File: config.mk
export PLATFORM = sky130hd
export DESIGN_NAME = uart_tx_fifo
export DESIGN_NICKNAME = d
export VERILOG_FILES = /design/src/rtl/uart_tx_fifo.sv
export SDC_FILE = /design/constraint.sdc
export NUM_CORES = 1
export LEC_CHECK = 0
export ABC_AREA = 1
export BUFFER_PORTS_ARGS = -buffer_cell sky130_fd_sc_hd__buf_2
export CAP_MARGIN = 40
export CORE_MARGIN = 3
export CORE_UTILIZATION = 31
export DETAILED_ROUTE_END_ITERATION = 16
export PLACE_DENSITY = 0.53
export SYNTH_ARGS = -nofsm -noshare
export SYNTH_HDL_FRONTEND = slang
export SYNTH_SLANG_ARGS = --single-unit
File: constraint.sdc
create_clock -name clk -period 2.8 [get_ports clk]
set_input_delay 0.42 -clock clk [delete_from_list [all_inputs] [get_ports clk]]
set_output_delay 0.42 -clock clk [all_outputs]
set_load 0.01 [all_outputs]
File: src/rtl/uart_tx_fifo.sv
// UART transmitter with an integrated circular transmit FIFO and baud timing.
// Producers push characters over a valid/ready interface; frames are sent
// LSB first with optional parity and one or two stop bits, back-to-back
// whenever data is queued and transmission is enabled.
module uart_tx_fifo #(
  parameter int CLKS_PER_BIT = 868,
  parameter int DATA_BITS    = 8,
  parameter int PARITY       = 0,
  parameter int STOP_BITS    = 1,
  parameter int FIFO_DEPTH   = 16
) (
  input  logic                          clk,
  input  logic                          reset,
  input  logic [DATA_BITS-1:0]          tx_data,
  input  logic                          tx_valid,
  output logic                          tx_ready,
  input  logic                          tx_enable,
  output logic                          tx_out,
  output logic                          tx_busy,
  output logic                          tx_empty,
  output logic [$clog2(FIFO_DEPTH):0]   fifo_count
);

  localparam int AW   = $clog2(FIFO_DEPTH);
  localparam int CNTW = AW + 1;
  localparam int CW   = $clog2(CLKS_PER_BIT);

  localparam logic [CW-1:0]   CNT_LAST   = CW'(CLKS_PER_BIT - 1);
  localparam logic [CNTW-1:0] FULL_COUNT = CNTW'(FIFO_DEPTH);
  localparam logic [3:0]      DATA_LAST  = 4'(DATA_BITS - 1);
  localparam logic            STOP_LAST  = 1'(STOP_BITS - 1);
  localparam logic            HAS_PARITY = (PARITY != 0);
  localparam logic            ODD_PARITY = (PARITY == 1);

  typedef enum logic [2:0] {
    S_IDLE,
    S_START,
    S_DATA,
    S_PARITY,
    S_STOP
  } state_t;

  state_t state_q, state_d;

  // FIFO storage and bookkeeping
  logic [DATA_BITS-1:0] mem [FIFO_DEPTH];
  logic [AW-1:0]        wr_ptr;
  logic [AW-1:0]        rd_ptr;
  logic [CNTW-1:0]      count_q;
  logic [DATA_BITS-1:0] head;
  logic                 push;
  logic                 pop;
  logic                 can_pop;

  // Frame datapath
  logic [CW-1:0]        clk_cnt;
  logic [3:0]           bit_idx;
  logic                 stop_idx;
  logic [DATA_BITS-1:0] shift_q;
  logic                 parity_q;
  logic                 bit_done;

  assign head       = mem[rd_ptr];
  assign tx_ready   = (count_q != FULL_COUNT);
  assign push       = tx_valid && tx_ready;
  assign can_pop    = tx_enable && (count_q != '0);
  assign bit_done   = (clk_cnt == CNT_LAST);
  assign fifo_count = count_q;
  assign tx_busy    = (state_q != S_IDLE);
  assign tx_empty   = (count_q == '0) && (state_q == S_IDLE);

  // FIFO payload storage; contents are don't-care until written
  always_ff @(posedge clk) begin
    if (push) begin
      mem[wr_ptr] <= tx_data;
    end
  end

  // FIFO pointers and occupancy; pointers wrap naturally (depth is a power of two)
  always_ff @(posedge clk or negedge reset) begin
    if (!reset) begin
      wr_ptr  <= '0;
      rd_ptr  <= '0;
      count_q <= '0;
    end else begin
      if (push) begin
        wr_ptr <= wr_ptr + AW'(1);
      end
      if (pop) begin
        rd_ptr <= rd_ptr + AW'(1);
      end
      case ({push, pop})
        2'b10:   count_q <= count_q + CNTW'(1);
        2'b01:   count_q <= count_q - CNTW'(1);
        default: count_q <= count_q;
      endcase
    end
  end

  // FSM state register
  always_ff @(posedge clk or negedge reset) begin
    if (!reset) begin
      state_q <= S_IDLE;
    end else begin
      state_q <= state_d;
    end
  end

  // Next-state logic and pop decision; the last stop-bit cycle can pop
  // directly into the next start bit so queued frames have no idle gap
  always_comb begin
    state_d = state_q;
    pop     = 1'b0;
    case (state_q)
      S_IDLE: begin
        if (can_pop) begin
          pop     = 1'b1;
          state_d = S_START;
        end
      end
      S_START: begin
        if (bit_done) begin
          state_d = S_DATA;
        end
      end
      S_DATA: begin
        if (bit_done && (bit_idx == DATA_LAST)) begin
          state_d = HAS_PARITY ? S_PARITY : S_STOP;
        end
      end
      S_PARITY: begin
        if (bit_done) begin
          state_d = S_STOP;
        end
      end
      S_STOP: begin
        if (bit_done && (stop_idx == STOP_LAST)) begin
          if (can_pop) begin
            pop     = 1'b1;
            state_d = S_START;
          end else begin
            state_d = S_IDLE;
          end
        end
      end
      default: begin
        state_d = S_IDLE;
      end
    endcase
  end

  // Serial line decode from registered state; idles high
  always_comb begin
    tx_out = 1'b1;
    case (state_q)
      S_START:  tx_out = 1'b0;
      S_DATA:   tx_out = shift_q[0];
      S_PARITY: tx_out = parity_q;
      default:  tx_out = 1'b1;
    endcase
  end

  // Bit timing, bit/stop indices, shift register and parity capture
  always_ff @(posedge clk or negedge reset) begin
    if (!reset) begin
      clk_cnt  <= '0;
      bit_idx  <= '0;
      stop_idx <= 1'b0;
      shift_q  <= '0;
      parity_q <= 1'b0;
    end else begin
      if ((state_q == S_IDLE) || bit_done) begin
        clk_cnt <= '0;
      end else begin
        clk_cnt <= clk_cnt + CW'(1);
      end

      if (state_q != S_DATA) begin
        bit_idx <= '0;
      end else if (bit_done) begin
        bit_idx <= bit_idx + 4'd1;
      end

      if (state_q != S_STOP) begin
        stop_idx <= 1'b0;
      end else if (bit_done) begin
        stop_idx <= ~stop_idx;
      end

      if (pop) begin
        shift_q  <= head;
        parity_q <= (^head) ^ ODD_PARITY;
      end else if ((state_q == S_DATA) && bit_done) begin
        shift_q  <= shift_q >> 1;
      end
    end
  end

endmodule

==> impl_results.md <==
- Status: finished clean
- Fmax: 413 MHz
- Total track usage: 13.6%
- Flop pwr share: 36.1%
- Synthesized area per cell: 9.64 sq um
- Mux cell area share after synthesis: less than 1%
- Relative slew slack: 53.9%
- Worst-path clk slew: about 80 ps
- Non-filler cells in the finished layout: 1,177
- Switching Power: 3.67 mW
- Port Buffer Count: 20
- Clk_skew: 14.9 ps
- Max Cap Viol: 0
- Part of the cycle the worst path needs: 86.5%
- Mapped Cells: 802
- Tightest Pin Transition: about 690 ps
- Synth-to-Final Area Change: 15.7%
- RSZ-0062 raised after global routing: false
- Setup_tns: 0 ps
- Reg2Reg Setup Slack: between 300 and 400 ps
- First-pass GRT wire length: 27,800 um
- I/O pin count: 21
- Crit path DAT: roughly 2700 ps
- Core area: 24,400 sq um
- Die area: 26,900 sq um
- Num CTS Buffers: 17
- Share of layout cells above drive strength 1: 11.3%
- Worst setup path category: register to register
- Startpoint Class: register
- Nets: 861
- Yosys reg bits: 168
- Largest net degree at the start of global routing: 60
- Antenna cell count: 0
- DRC viols: 0
- Die Y: 164 um
- Pre-CTS setup slack: approximately 370 ps
- CP Capture Type: register
- P_int: 5.57 mW
- Top cell type's share of synthesized area: 49.7%
- Sink Count: 168
- Leakage: between 3 and 4 nW
- GPL Wtd Cong: 0.826
- Maximum vdd drop: between 0.0004 and 0.0005 V
- Slew Limit Fails: 0
- Synth Net Count: slightly above 800
- Vias in the first global route: approximately 5k
- Cell Count Post-Placement: around 1.1k
- Net Sw Frac: 39.7%
- Die W: 164 um
- Initial Util: 31.7%
- Post-layout util: 36.7%
- Synth Area in XOR/XNOR: between 1.5 and 2%
- Seq/Total Area, Yosys: 62.7%
- Detailed placement HPWL: 10,900 um
- Post-synthesis simple-gate area fraction: 23.8%
- DR WL/cell: ~15 um
- Initial antenna violation count: 0
- Antenna viol nets, final: 0
- Drt first pass iters: 4
- Final min period: roughly 2400 ps
- Synth unique cells: 32
- Combinational family with the most area after synthesis: simple AND/OR/NAND/NOR gates
- Root Driver: clkbuf_16
- Yosys Warn Count: 0
- Min-delay worst type: input port to register
- Final WL: between 15,000 and 20,000 um
- Clock share of power: 27.5%
- Clock Latency Late Sink: 430 ps
- DR vias: 5,221
- Synth Area in Adders: 1.46%
- PwrDens: 1030 nW/um^2
- Compound-Gate Fraction of Synth Area: 2.57%
- Clock buffer depth: 2
- Final hold violation count: 0
- Htree depth: 4
- Largest cells by area after synthesis: edfxtp_1 (50%), dfrtp_1 (13%), nand2_1 (12%), nand3_1 (6.2%), inv_1 (4.9%)
- Routed vias/inst: 4.44
- Netlist Area Pre-Place: 7730 sq um
- Worst Slack Setup Final: 379 ps
- Post-cts sizing count: 0
- CTS tree: yes
- Num rows: 57
- Initial DRC Count: about 380
- Worst EP required: roughly 3100 ps
- Comb power frac: 36.5%
- Total gr overflow: 0
- Post-synth top area cell: edfxtp_1
- Power Total: 9.24 mW
- Crit path max fanout: 5
- Setup Viol. Count Final: 0
- Post-CTS setup repair buffer count: 0
## per-layer routing
metal  part of all wire (%)  track usage [%]
met2                     48             22.1
met4                    2.2             5.04
met3                    3.9             2.45
met5                      0                0
met1                     46             18.1
## logic make-up after synthesis
logic type / count (synthesis)
muxes: 1
adders and majority gates: 9
and+or+nand+nor: 435
AOI/OAI and AO/OA: 39
xor gates and xnor gates: 15
buffers and inverters: 135
DFF: 168
## state kept, by name, summed over array words and instances, names as in the netlist
name	count
mem	128
fifo_count	5
state_q	3
shift_q	8
rd_ptr	4
clk_cnt	10
bit_idx	4
wr_ptr	4
parity_q	1
stop_idx	1
## final timing paths
| kind | start | to | cells after the start |
|---|---|---|---|
| worst max register to register | clk_cnt[0] | fifo_count[4] | 17 |
| max in group asynchronous | reset | rd_ptr[2] | 3 |
| min in group asynchronous | reset | clk_cnt[5] | 2 |
| worst min-delay path | tx_valid | wr_ptr[0] | 3 |
| worst min register to register | clk_cnt[0] | clk_cnt[0] | 1 |
| worst max-delay path | clk_cnt[0] | fifo_count[4] | 17 |
## final cells by class
type	instances	area (sq um)
clock buffer	17	425
clock inverter	15	226
fill	2467	15400
inverter	107	404
multi-input combinational	499	2290
sequential	168	4850
tap	324	405
timing repair buffer	47	343
## through the flow
stage | instance area [sq um] | hold slack [ps]
3_3_place_gp | 8260 | 445
2_1_floorplan | 7730 | 124
6_report | 8940 | 368
4_1_cts | 8940 | 359
5_1_grt | 8940 | 382
3_5_place_dp | 8280 | 378
## critical path, stage by stage, from the launching register on
cell and delay [ps]:
dfrtp_1 370, ha_1 220, nand4_1 120, nor3_2 240
nand2_2 120, nand2_2 90, nand2_4 40, inv_1 70
ha_1 260, xor2_1 230, ha_1 170, inv_1 40
nand2_2 70, nand2_1 60, nand3_1 60, nand2_1 50
nand2_1 50, nand2_1 40
## power groups by stage
stage / clock [mW] / sequential [mW] / combinational (mW)
2_1_floorplan: 0 / 3.30 / 2.57
3_3_place_gp: 0 / 3.38 / 3.38
3_5_place_dp: 0 / 3.38 / 3.42
4_1_cts: 2.58 / 3.33 / 3.43
5_1_grt: 2.69 / 3.38 / 3.87
6_report: 2.54 / 3.33 / 3.37
## synthesized netlist by cell type (all sizes together)
cell / n
nand3b: 1
dfrtp: 40
edfxtp: 128
nor2: 66
nor3b: 4
nand3: 96
nand2: 256
clkbuf: 3
o22ai: 1
a21oi: 10
o21ai: 27
buf: 25
xnor2: 4
clkinv: 2
nand4: 6
xor2: 11
mux2i: 1
nor3: 5
ha: 9
or2: 1
inv: 105
a211oi: 1
## cells in the final DEF, fill, tap and decap left out, types with 2 or more instances in the layout
cell type  instances
o21ai_0           25
clkbuf_16         17
nor3b_1            4
clkinv_1           2
nor2_2             2
o21ai_1            2
a21oi_1           10
inv_1            100
bufinv_16          2
inv_6              3
nor2_1            63
clkinv_8           6
nand2_2            7
nand3_1           96
inv_8              3
ha_1               9
dfrtp_1           39
buf_2             20
buf_4             23
nor3_1             4
nand4_1            6
buf_12             3
edfxtp_1         128
xnor2_1            4
xor2_1            11
inv_2              4
nand2_1          248
## repair_timing
| item | in CTS | in global routing |
|---|---|---|
| setup endpoints to repair | 0 | 0 |
| hold buffers | 1 | 0 |
| hold endpoints to repair | 16 | 0 |
Note: power is estimated with default switching activity, not from simulation.
